$ cat src/rtl/dds_fcw_sequencer.sv
// Frequency-sweep sequencer driving the DDS frequency control word as a dwell-timed staircase.
// Optional continuous looping of a sweep is enabled by defining DDS_SEQ_REPEAT_EN.
module dds_fcw_sequencer #(
  parameter int                FCW_W    = 32,
  parameter int                CNT_W    = 16,
  parameter logic [FCW_W-1:0]  IDLE_FCW = '0
) (
  input  logic             clk,
  input  logic             reset,
  input  logic             cfg_valid,
  output logic             cfg_ready,
  input  logic [FCW_W-1:0] cfg_start_fcw,
  input  logic [FCW_W-1:0] cfg_step,
  input  logic [CNT_W-1:0] cfg_steps,
  input  logic [CNT_W-1:0] cfg_dwell,
`ifdef DDS_SEQ_REPEAT_EN
  input  logic             cfg_repeat,
`endif
  input  logic             stop,
  output logic [FCW_W-1:0] fcw,
  output logic             fcw_update,
  output logic             busy,
  output logic             done
);

  typedef enum logic {IDLE = 1'b0, RUN = 1'b1} state_t;

  state_t           state, state_nxt;
  logic [FCW_W-1:0] start_q, step_q;
  logic [CNT_W-1:0] steps_q, dwell_q;
  logic [CNT_W-1:0] dwell_cnt, rem;
  logic [CNT_W-1:0] dwell_in;
  logic             rep_q;
  logic             xfer;
  logic             hold, advance, finish;

  // A zero dwell still presents each FCW for one cycle.
  assign dwell_in = (cfg_dwell == '0) ? CNT_W'(1) : cfg_dwell;
  assign xfer     = (state == IDLE) && cfg_valid;

  // RUN-state decision tree, stop has priority over everything else
  assign hold     = (state == RUN) && !stop && (dwell_cnt > CNT_W'(1));
  assign advance  = (state == RUN) && !stop && !hold && (rem != '0);
  assign finish   = (state == RUN) && !stop && !hold && (rem == '0);

  always_ff @(posedge clk) begin
    if (reset) state <= IDLE;
    else       state <= state_nxt;
  end

  always_comb begin
    state_nxt = state;
    case (state)
      IDLE: if (cfg_valid)            state_nxt = RUN;
      RUN:  if (stop)                 state_nxt = IDLE;
            else if (finish && !rep_q) state_nxt = IDLE;
      default:                        state_nxt = IDLE;
    endcase
  end

  always_comb begin
    cfg_ready = (state == IDLE);
    busy      = (state == RUN);
  end

  always_ff @(posedge clk) begin
    if (reset) begin
      fcw        <= IDLE_FCW;
      fcw_update <= 1'b0;
      done       <= 1'b0;
      dwell_cnt  <= '0;
      rem        <= '0;
      start_q    <= '0;
      step_q     <= '0;
      steps_q    <= '0;
      dwell_q    <= '0;
    end else begin
      fcw_update <= 1'b0;
      done       <= 1'b0;
      if (xfer) begin
        start_q    <= cfg_start_fcw;
        step_q     <= cfg_step;
        steps_q    <= cfg_steps;
        dwell_q    <= dwell_in;
        fcw        <= cfg_start_fcw;
        dwell_cnt  <= dwell_in;
        rem        <= cfg_steps;
        fcw_update <= 1'b1;
      end else if (state == RUN) begin
        if (stop) begin
          fcw        <= IDLE_FCW;
          fcw_update <= 1'b1;
        end else if (hold) begin
          dwell_cnt <= dwell_cnt - CNT_W'(1);
        end else if (advance) begin
          fcw        <= fcw + step_q;
          rem        <= rem - CNT_W'(1);
          dwell_cnt  <= dwell_q;
          fcw_update <= 1'b1;
        end else begin
          done <= 1'b1;
          // Looping pass restarts from the latched start value.
          if (rep_q) begin
            fcw        <= start_q;
            rem        <= steps_q;
            dwell_cnt  <= dwell_q;
            fcw_update <= 1'b1;
          end
        end
      end
    end
  end

`ifdef DDS_SEQ_REPEAT_EN
  always_ff @(posedge clk) begin
    if (reset)     rep_q <= 1'b0;
    else if (xfer) rep_q <= cfg_repeat;
  end
`else
  assign rep_q = 1'b0;
`endif

endmodule

$ cat config.mk
export PLATFORM = sky130hd
export DESIGN_NAME = dds_fcw_sequencer
export DESIGN_NICKNAME = d
export VERILOG_FILES = /design/src/rtl/dds_fcw_sequencer.sv
export SDC_FILE = /design/constraint.sdc
export NUM_CORES = 1
export LEC_CHECK = 0
export CAP_MARGIN = 10
export CORE_MARGIN = 8
export CORE_UTILIZATION = 49
export CTS_BUF_LIST = sky130_fd_sc_hd__clkbuf_8
export DETAILED_ROUTE_END_ITERATION = 10
export PLACE_DENSITY = 0.8
export SLEW_MARGIN = 20
export SYNTH_ARGS = -nofsm -noshare
export SYNTH_HDL_FRONTEND = slang
export SYNTH_SLANG_ARGS = --single-unit
$ cat constraint.sdc
create_clock -name clk -period 2.8 [get_ports clk]
set_input_delay 0.42 -clock clk [delete_from_list [all_inputs] [get_ports clk]]
set_output_delay 0.42 -clock clk [all_outputs]
set_load 0.02 [all_outputs]
* Yosys cells after proc, flatten, opt, wreduce, memory -nomap -nowiden
Cells that the tools add are included.
Storage, ports and cells: bits in registers 115, input bits 100, output and inout bits 36, logic and storage cells 61
Cells by class: add/sub/neg operators 3, order comparisons 1, equality and inequality tests 3, muxes and demuxes 26, bitwise logic cells 1, reduce and logical (&&, ||, !) cells 19
Operator list (count):
- 16-bit 2-to-1 mux | 11
- 32-bit 2-to-1 mux | 5
- 32-bit adder | 1
- 16-bit logical NOT | 2
- 16-bit by 1-bit subtractor with 16-bit output (second input constant) | 2
- 16-bit by 1-bit greater-than comparator with 1-bit output (second input constant) | 1
- 16-bit nonzero test | 1
- 1-bit 2-to-1 mux | 9
- 1-bit logical AND | 6
- 3-bit AND reduction | 2
- 3-bit nonzero test | 2
- 5-bit OR reduction | 1
- 4-bit AND reduction | 1
- 2-bit nonzero test | 2
- 3-bit inequality test (second input constant) | 1
- 1-bit logical NOT | 2
- 2-bit by 1-bit inequality test with 1-bit output (second input constant) | 1
- 2-bit inequality test (second input constant) | 1
- 1-bit one-hot mux with 2 select lines | 1
- 1-bit inverter | 1

* Depth between registers and ports, before layout
Gate-level depths: netlist of run 1.
word-level depth 11, mapped depth 11, mapped depth without buffers 11

* Worst setup path before layout of run 1
Ideal clock, no wire load.
path kind reg-to-reg, start point register fcw[0], end point register fcw[26], setup time 0.126 ns, data arrival time 2.787 ns, required time 2.674 ns, path slack -0.113 ns, cell stages (with the launch flop) 12, buffers on the path 0, clock period less this slack 2.913 ns, path through dfxtp_1 ha_1 inv_1 fa_1 nor2b_1 o31a_1 o31a_1 o31ai_2 o41ai_1 a41oi_1 xnor2_1 a31oi_1
Between the ends: cells in the longest elaborated chain, start to end 6
Ends and longest elaborated chain:
- start: declaration | RTL line 20 | output logic [FCW_W-1:0] fcw,
- start signal: assignment | RTL line 85 | fcw <= cfg_start_fcw;
- start signal: assignment | RTL line 96 | fcw <= fcw + step_q;
- start signal: assignment | RTL line 104 | fcw <= start_q;
- 32-bit adder | RTL line 96
- 32-bit 2-to-1 mux | RTL line 95 | end else if (advance) begin
- 32-bit 2-to-1 mux | RTL line 93 | end else if (hold) begin
- 32-bit 2-to-1 mux | RTL line 90 | if (stop) begin
- 32-bit 2-to-1 mux | RTL line 89 | end else if (state == RUN) begin
- 32-bit 2-to-1 mux | RTL line 80 | if (xfer) begin
No other way between the ends. The select of a mux whose other input is x is not followed. A chain may end at the register's enable or synchronous reset.

* Final worst setup path of run 1
start point register fcw[0], end point register fcw[28]
The elaborated chain is that of the path after synthesis.

==> flow_summary.toml, run 1 <==
[drt]
first_iter_violations = 572
highest-signal-layer = "met4"
finalWirelength_mm = 19.9
dr_wl_met3_mm = 1.17
first_pass_iters = 5
avgViaCountPerCell = 5.70
wl_met2_mm = 9.00
wirelength_met1_mm = 9.26
drtAntennaViolNets = 0
drc = 0
num_vias = 6763
wl_per_cell_um = 16.8

[timing]
finalSetupViolCount = 0
max_slew_margin_pct = 60.0
period_minus_slack_ns = 2.72
period_share_pct = 97.2
worstMarginPinSlew_ns = 0.595
clock_skew_ns = 0.00872
fmax_ghz = 0.367
hold_viol = 0
rsz0062_at_grt = "yes"
finalMaxSlewViolations = 0

[setup_path]
r2r_start = "fcw[0]"
end_kind = "register"
critPathSlowestCell = "a2111o_1"
crit_type = "reg2reg"
crit_start = "fcw[0]"
arrival_ns = 3.13
crit_chain = "ha_4 -> inv_2 -> fa_2 -> nor2b_2 -> o31a_1 -> o31a_1 -> o31ai_2 -> buf_4 -> o41ai_4 -> a2111o_1 -> o311a_1 -> nand2_1"
crit_path_start_kind = "register"
cpMostUsedCell = "o31a_1"
cp_slowest_stage_delay_ns = 0.41
required_ns = 3.20
critPathMaxFanout = 6

[global_routing]
grt_max_degree = 81
grt-ovfl-total = 0
grt_pass1_vias = 6456
grt_pass1_wl_mm = 31.9
grt.total_usage_pct = 21.8
antenna_found_initial = 0

[cts]
cts-root-buf = "clkbuf_8"
clock-sinks = 115
clk_pin_slew_ns = 0.07
numCtsBuffers = 17
clockBufferDepth = 2
cts_tree = "yes"
htree_levels = 4
clock_latency_ns = 0.46

[yosys]
synth_edf_count = 0
syn_area_per_cell_um2 = 7.84
syn_nets = 993
synth_top_area_cell = "dfxtp_1"
netlist_area_um2 = 6720
synth_seq_cells = 115
yosys-top-cells-area = "dfxtp_1 (34%), nand2_1 (7.9%), a21oi_1 (6.3%)"
seq_area_frac_synth_pct = 34.2
yosysWarnings = 0
dominantRegCellSynth = "dfxtp_1"
synthCells = 858
synth_top_area_share_pct = 34.2
synthArstFlopShare_pct = 0
synth_cell_types = 64

[worst_hold_path]
hp-start = "reset"
holdCritPathClass = "in2reg"

[cells_and_area]
antennaDiodeCount = 0
fill_cells = 1201
final_cells = 1187
area_delta_synth_final_pct = 32.3
stdcell_area_um2 = 8900
drive_above_1_share_pct = 10.2
final_nets = 1132

[outcome]
status = "finished, final reports clean"

[placement]
gp_congestion = 0.928
dp.cells = 1156
dpl-instance-area_um2 = 8420
portBuffers = 135
hpwl_mm = 14.3

[pwr]
peakVddDrop_mv = 0.298
p_leak_nw = 3.49
p_per_area_nw_per_um2 = 564

[floorplanning]
die_area_um2 = 17700
core_area_um2 = 13700
die_h_um = 133
rows = 43
die_w_um = 133
pin_count = 136
start_util_pct = 49.2

[run]
drv_cap = 0
==> logic make-up after synthesis <==
| family | count (synthesis) | share of synthesized area (%) |
|---|---|---|
| buffers and inverters | 69 | 4.11 |
| adder cells (fa/ha/maj) | 35 | 6.63 |
| flip-flops | 115 | 34.2 |
| AO/OA/AOI/OAI | 249 | 24.4 |
| multiplexers | 4 | 0.596 |
| AND/OR/NAND/NOR | 341 | 24.2 |
| XOR/XNOR | 45 | 5.86 |
==> cell usage in the layout (no fill, tap or decap), types with 6 or more instances in the layout <==
master	count
nor3_1	41
xor2_1	19
a221oi_1	17
o31a_1	6
a21o_1	11
o21bai_1	6
a211oi_1	32
buf_4	35
inv_1	18
clkdlybuf4s50_1	134
nor4_1	6
a21oi_1	85
nor3b_1	8
and3_1	6
nor2_1	79
ha_1	30
o21ai_0	33
xnor2_1	26
clkbuf_8	22
a22oi_1	9
nand3b_1	6
nand2_1	140
nand2b_1	6
nand3_1	10
dfxtp_1	112
==> routing by layer <==
metal | up-vias | track usage (%)
li1 | 3379 | -
met1 | 3133 | 28.5
met2 | 216 | 33.7
met3 | 35 | 5.20
met4 | 0 | 8.80
met5 | - | 0
==> path summary, 6_finish.rpt <==
path,endpoint,slack (ns),cells after the start
worst max-delay path,fcw[28],0.08,12
worst min-delay path,busy,0.39,2
worst max register to register,fcw[28],0.08,12
worst min register to register,dwell_q[11],0.45,2
==> layout make-up <==
cell class	instances	area, um^2	share of cell area [%]
Multi-Input combinational cell	674	4250	47.8
Timing Repair Buffer	172	1660	18.7
Clock buffer	22	303	3.40
Inverter	17	63.8	0.717
Sequential cell	115	2310	25.9
Tap cell	180	225	2.53
Clock inverter	7	82.6	0.928
==> flip-flops by register name (all words and copies together), names as in the netlist <==
signal	cells
fcw_update	1
fcw	32
done	1
step_q	32
dwell_cnt	16
rem	16
busy	1
dwell_q	16
==> where the power goes <==
group	internal (W)	total [W]	switching, W
logic	0.000710	0.00155	0.000840
clock network	0.000882	0.00154	0.000655
registers	0.00179	0.00193	0.000137
==> per-stage QoR <==
step                setup slack [ns]  TNS, ns  power (W)  hold WS (ns)  utilization [%]
floorplan                     0.0449        0    0.00288         0.433                -
global placement             -0.0541  -0.0653    0.00344         0.439             61.6
detailed placement            -0.140   -0.485    0.00347         0.444             61.6
CTS                          0.00664        0    0.00501         0.385             64.5
global route                 -0.0298  -0.0298    0.00528         0.402             65.1
finish                        0.0780        0    0.00502         0.392             65.1
==> cells in the mapped netlist, drive strengths merged, types with 7 or more instances <==
cell / instances
a211oi: 35
a21o: 11
a21oi: 85
a221oi: 18
a22oi: 9
buf: 12
clkbuf: 40
dfxtp: 115
ha: 34
inv: 17
nand2: 141
nand3: 11
nor2: 79
nor3: 44
nor3b: 8
nor4: 10
o21ai: 36
o21bai: 7
xnor2: 26
xor2: 19
==> repair_timing <==
item,4_1_cts,5_1_grt
endpoints found under the setup margin,5,9
hold endpoints to repair,0,0
gates resized for setup,3,19
hold buffers,0,0
buffers inserted,0,2
pin swaps,4,2
==> critical path: cells and delay by family, from the launching register on <==
kind | cells | cell delay (ns)
compound gates | 6 | 1.63
fa+ha+maj | 2 | 0.36
buf+inv | 2 | 0.24
flops | 1 | 0.34
simple gates | 2 | 0.11
Note: power is estimated with default switching activity, not from simulation.
==> run 2, diff against run 1 <==
==> constraint.sdc (replaced) <==
create_clock -name clk -period 2.8 [get_ports clk]
set_input_delay 0.28 -clock clk [delete_from_list [all_inputs] [get_ports clk]]
set_output_delay 0.28 -clock clk [all_outputs]
set_load 0.02 [all_outputs]
==> flow_summary.toml, run 2 (synthesis results as in run 1) <==
[timing]
period_share_pct = 100
fin_ws_ns = -0.0129
finalSetupViolCount = 1
fmax_ghz = 0.356
clock_skew_ns = 0.00950
worstMarginPinSlew_ns = 0.738
rsz0062_at_grt = "yes"
period_minus_slack_ns = 2.81
max_slew_margin_pct = 50.8
worst_hold_slack_ns = 0.352
finalMaxSlewViolations = 0
hold_viol = 0

[global_routing]
grt.total_usage_pct = 22.2
grt_pass1_wl_mm = 32.5
antenna_found_initial = 0
grt.met3_usage_pct = 5.87
grt_use_met2_pct = 35.0
grt_max_degree = 81
met1_usage_pct = 28.2
grt.busiest_layer = "met2"
grt_pass1_vias = 6680
grt-ovfl-total = 0

[floorplanning]
die_area_um2 = 17700
die_h_um = 133
rows = 43
start_util_pct = 49.2
core_area_um2 = 13700
die_w_um = 133
pin_count = 136

[pwr]
internal_power_w = 0.00331
p_per_area_nw_per_um2 = 554
peakVddDrop_mv = 0.383
power.switching_w = 0.00162
switching_share_pct = 32.9
combPwrFrac_pct = 31.5
p_leak_nw = 3.49
seqPwrFrac_pct = 39.1
p_clk_share_pct = 29.4

[setup_path]
critPathMaxFanout = 6
cpMostUsedCell = "o31a_1"
critPathBufInv = 2
cp_slowest_stage_delay_ns = 0.42
critical_path.top_delay_family = "compound AO/OA/AOI/OAI gates"
crit_chain = "ha_4 -> inv_2 -> fa_2 -> nor2b_4 -> o31a_1 -> o31a_1 -> o31ai_2 -> buf_4 -> o41ai_4 -> a2111o_1 -> o311a_1 -> nand2_1"
critPathSlowestCell = "a2111o_1"
crit_type = "reg2reg"
end_kind = "register"
arrival_ns = 3.21
required_ns = 3.20
crit_path_start_kind = "register"

[cts]
clock-sinks = 115
numCtsBuffers = 17
clk_pin_slew_ns = 0.07
htree_levels = 4
clockBufferDepth = 2
cts_tree = "yes"
cts-root-buf = "clkbuf_8"
ctsHoldBuffers = 0
clock_latency_ns = 0.45

[drt]
finalWirelength_mm = 19.7
first_pass_iters = 5
wl_per_cell_um = 16.6
avgViaCountPerCell = 5.75
drtAntennaViolNets = 0
drc = 0
num_vias = 6823
first_iter_violations = 583

[cells_and_area]
fin_util_pct = 65.1
final_cell_mix = "nand2_1 (139), clkdlybuf4s50_1 (134), dfxtp_1 (113)"
largest_registers = "fcw (32), step_q (32)"
antennaDiodeCount = 0
final_common_cell = "nand2_1"
area_delta_synth_final_pct = 32.4
drive_above_1_share_pct = 10.2
final_nets = 1130
final_cells = 1187

[worst_hold_path]
holdCritPathClass = "in2reg"

[placement]
gp_congestion = 0.931
dp.cells = 1152
hpwl_mm = 14.1
portBuffers = 135

[outcome]
status = "finished with violations"
violations = "negative setup slack"

[run]
drv_cap = 0
==> run 2: cell count changes in the layout (fill, tap and decap cells not counted), sizes merged <==
cell and delta:
bufinv -2, buf -2, clkinv -2, inv +1, clkinvlp +1, clkbuf +4
==> run 2: worst paths after layout <==
path                             startpoint     endpoint  slack, ns  cells after the start
worst min-delay path                  reset         busy       0.35                      2
worst min register to register  dwell_q[11]  dwell_q[11]       0.45                      2
worst max-delay path                 fcw[0]      fcw[28]      -0.01                     12
worst max register to register       fcw[0]      fcw[28]      -0.01                     12
==> run 2: routing by layer <==
layer / vias up / share of wire [%] / wire length, um
met5: - / 0 / 0
met4: 0 / 2.5 / 502
met3: 39 / 7.1 / 1410
met2: 248 / 45 / 8950
met1: 3171 / 45 / 8860
li1: 3365 / - / -
==> run 2: metrics by stage <==
step	setup WS (ns)	total power (W)	TNS (ns)	area [um^2]
detailed placement	-0.177	0.00346	-0.598	8390
finish	-0.0129	0.00493	-0.0129	8900
CTS	0.00128	0.00491	0	8780
global route	-0.0964	0.00520	-0.454	8900
floorplan	0.0449	0.00288	0	6730
global placement	-0.0848	0.00343	-0.114	8390
==> run 2: repair_timing <==
item | CTS | global route
pin swaps | 4 | 13
setup endpoints to repair | 6 | 20
setup buffers | 0 | 5
resized for setup | 3 | 20
==> run 2: cell type report <==
type,count,area [um^2]
Clock buffer,26,358
Clock inverter,5,23.8
Fill cell,1156,4760
Inverter,17,63.8
Multi-Input combinational cell,674,4280
Sequential cell,115,2300
Tap cell,180,225
Timing Repair Buffer,170,1650
==> run 2: power groups by stage <==
stage	sequential, W	clock [W]	combinational, W
floorplan	0.00200	0	0.000886
global placement	0.00195	0	0.00149
CTS	0.00192	0.00147	0.00152
global route	0.00195	0.00155	0.00171
finish	0.00193	0.00145	0.00155
detailed placement	0.00195	0	0.00150
==> run 2: worst register-to-register path, stage by stage (launching register included) <==
cell	delay (ns)
dfxtp_2	0.34
ha_4	0.16
inv_2	0.05
fa_2	0.23
nor2b_4	0.05
o31a_1	0.29
o31a_1	0.33
o31ai_2	0.25
buf_4	0.18
o41ai_4	0.13
a2111o_1	0.43
o311a_1	0.30
nand2_1	0.06
==> run 3, diff against run 2 <==
- CORE_MARGIN: 8 -> unset
- CTS_CLUSTER_DIAMETER: unset -> 30
- CTS_CLUSTER_SIZE: unset -> 8
==> flow_summary.toml, run 3 (synthesis results as in run 1) <==
[cts]
numCtsBuffers = 17
clockBufferDepth = 2
clk_pin_slew_ns = 0.07
cts-root-buf = "clkbuf_8"
clock-sinks = 115
htree_levels = 4
clock_latency_ns = 0.46
ctsHoldBuffers = 0
cts_tree = "yes"

[drt]
wl_per_cell_um = 15.8
drtAntennaViolNets = 0
avgViaCountPerCell = 5.70
drc = 0
finalWirelength_mm = 18.7
first_pass_iters = 5
first_iter_violations = 497
num_vias = 6722

[timing]
hold_viol = 0
worstMarginPinSlew_ns = 0.693
clock_skew_ns = 0.00861
period_minus_slack_ns = 2.72
max_slew_margin_pct = 53.6
period_share_pct = 97.3
rsz0062_at_grt = "yes"
fmax_ghz = 0.367
finalMaxSlewViolations = 0
worst_hold_slack_ns = 0.268
finalSetupViolCount = 0

[floorplanning]
core_area_um2 = 13300
rows = 42
pin_count = 136
die_area_um2 = 14200
start_util_pct = 50.6
die_h_um = 119
die_w_um = 119

[global_routing]
met1_usage_pct = 36.2
grt_pass1_wl_mm = 31.1
grt_max_degree = 81
grt.busiest_layer = "met2"
grt.met3_usage_pct = 5.65
grt_use_met2_pct = 43.5
grt-ovfl-total = 0
antenna_found_initial = 0
grt_pass1_vias = 6396
grt.total_usage_pct = 27.5

[setup_path]
end_kind = "register"
crit_path_start_kind = "register"
arrival_ns = 3.13
crit_type = "reg2reg"
rrSetupSlack_ns = 0.08
required_ns = 3.21
critPathMaxFanout = 6

[pwr]
p_per_area_nw_per_um2 = 546
seqPwrFrac_pct = 40.1
total_power_w = 0.00480
p_clk_share_pct = 28.0
power.switching_w = 0.00165
switching_share_pct = 34.4
p_leak_nw = 3.45
combPwrFrac_pct = 31.8
peakVddDrop_mv = 0.391
internal_power_w = 0.00315

[cells_and_area]
final_nets = 1126
antennaDiodeCount = 0
final_common_cell = "nand2_1"
area_delta_synth_final_pct = 31.0
fin_util_pct = 66.2
final_cells = 1180
final_cell_mix = "nand2_1 (140), clkdlybuf4s50_1 (134), dfxtp_1 (112)"
drive_above_1_share_pct = 9.56
largest_registers = "fcw (32), step_q (32)"

[placement]
portBuffers = 135
gp_congestion = 0.926
dp.cells = 1146
hpwl_mm = 13.3

[outcome]
status = "finished, final reports clean"

[run]
drv_cap = 0

[worst_hold_path]
holdCritPathClass = "in2reg"
==> run 3: cell type report <==
class	instances	area (um^2)
well taps	176	220
repair buffers	166	1640
inverters	17	63.8
fillers	1164	4490
multi-input cells	674	4230
clock buffers	20	275
flip-flops and latches	115	2310
clock inverters	12	66.3
==> run 3: per-stage QoR <==
step / setup WS [ns] / cell area [um^2] / TNS [ns]
global route: -0.0427 / 8800 / -0.0837
floorplan: 0.0449 / 6730 / 0
detailed placement: -0.114 / 8390 / -0.306
CTS: 0.00285 / 8740 / 0
global placement: -0.0269 / 8390 / -0.0269
finish: 0.0767 / 8800 / 0
==> run 3: power by group through the flow <==
stage                     clock network (W)  logic [W]  registers [W]
after floorplan                           0   0.000886        0.00200
after CTS                           0.00137    0.00151        0.00192
after detailed placement                  0    0.00150        0.00196
after global placement                    0    0.00148        0.00195
final                               0.00135    0.00153        0.00193
after global routing                0.00145    0.00168        0.00195
==> run 3: worst max-delay path, stage by stage, from the launching register on <==
cell      delay, ns
dfxtp_2        0.33
ha_1           0.33
nor2b_2        0.18
o31a_1         0.26
o31a_1         0.28
o31ai_2        0.22
buf_4          0.17
o41ai_4        0.10
a2111o_1       0.46
o311a_1        0.30
nand2_1        0.06
==> run 3: path summary, 6_finish.rpt <==
path | start | end | cells past startpoint
max | fcw[2] | fcw[28] | 10
max reg2reg | fcw[2] | fcw[28] | 10
min reg2reg | dwell_q[8] | dwell_q[8] | 2
min | reset | dwell_cnt[6] | 2
==> run 3: timing repair <==
item	in CTS	in global routing
pin swaps	0	9
resized for setup	1	16
endpoints found under the setup margin	5	8
buffers inserted	0	2
==> run 3: per-layer routing <==
metal  vias up  share of wire (%)
met5         -                  0
met4         0                3.0
met3        38                5.7
met2       208                 45
met1      3119                 46
li1       3357                  -
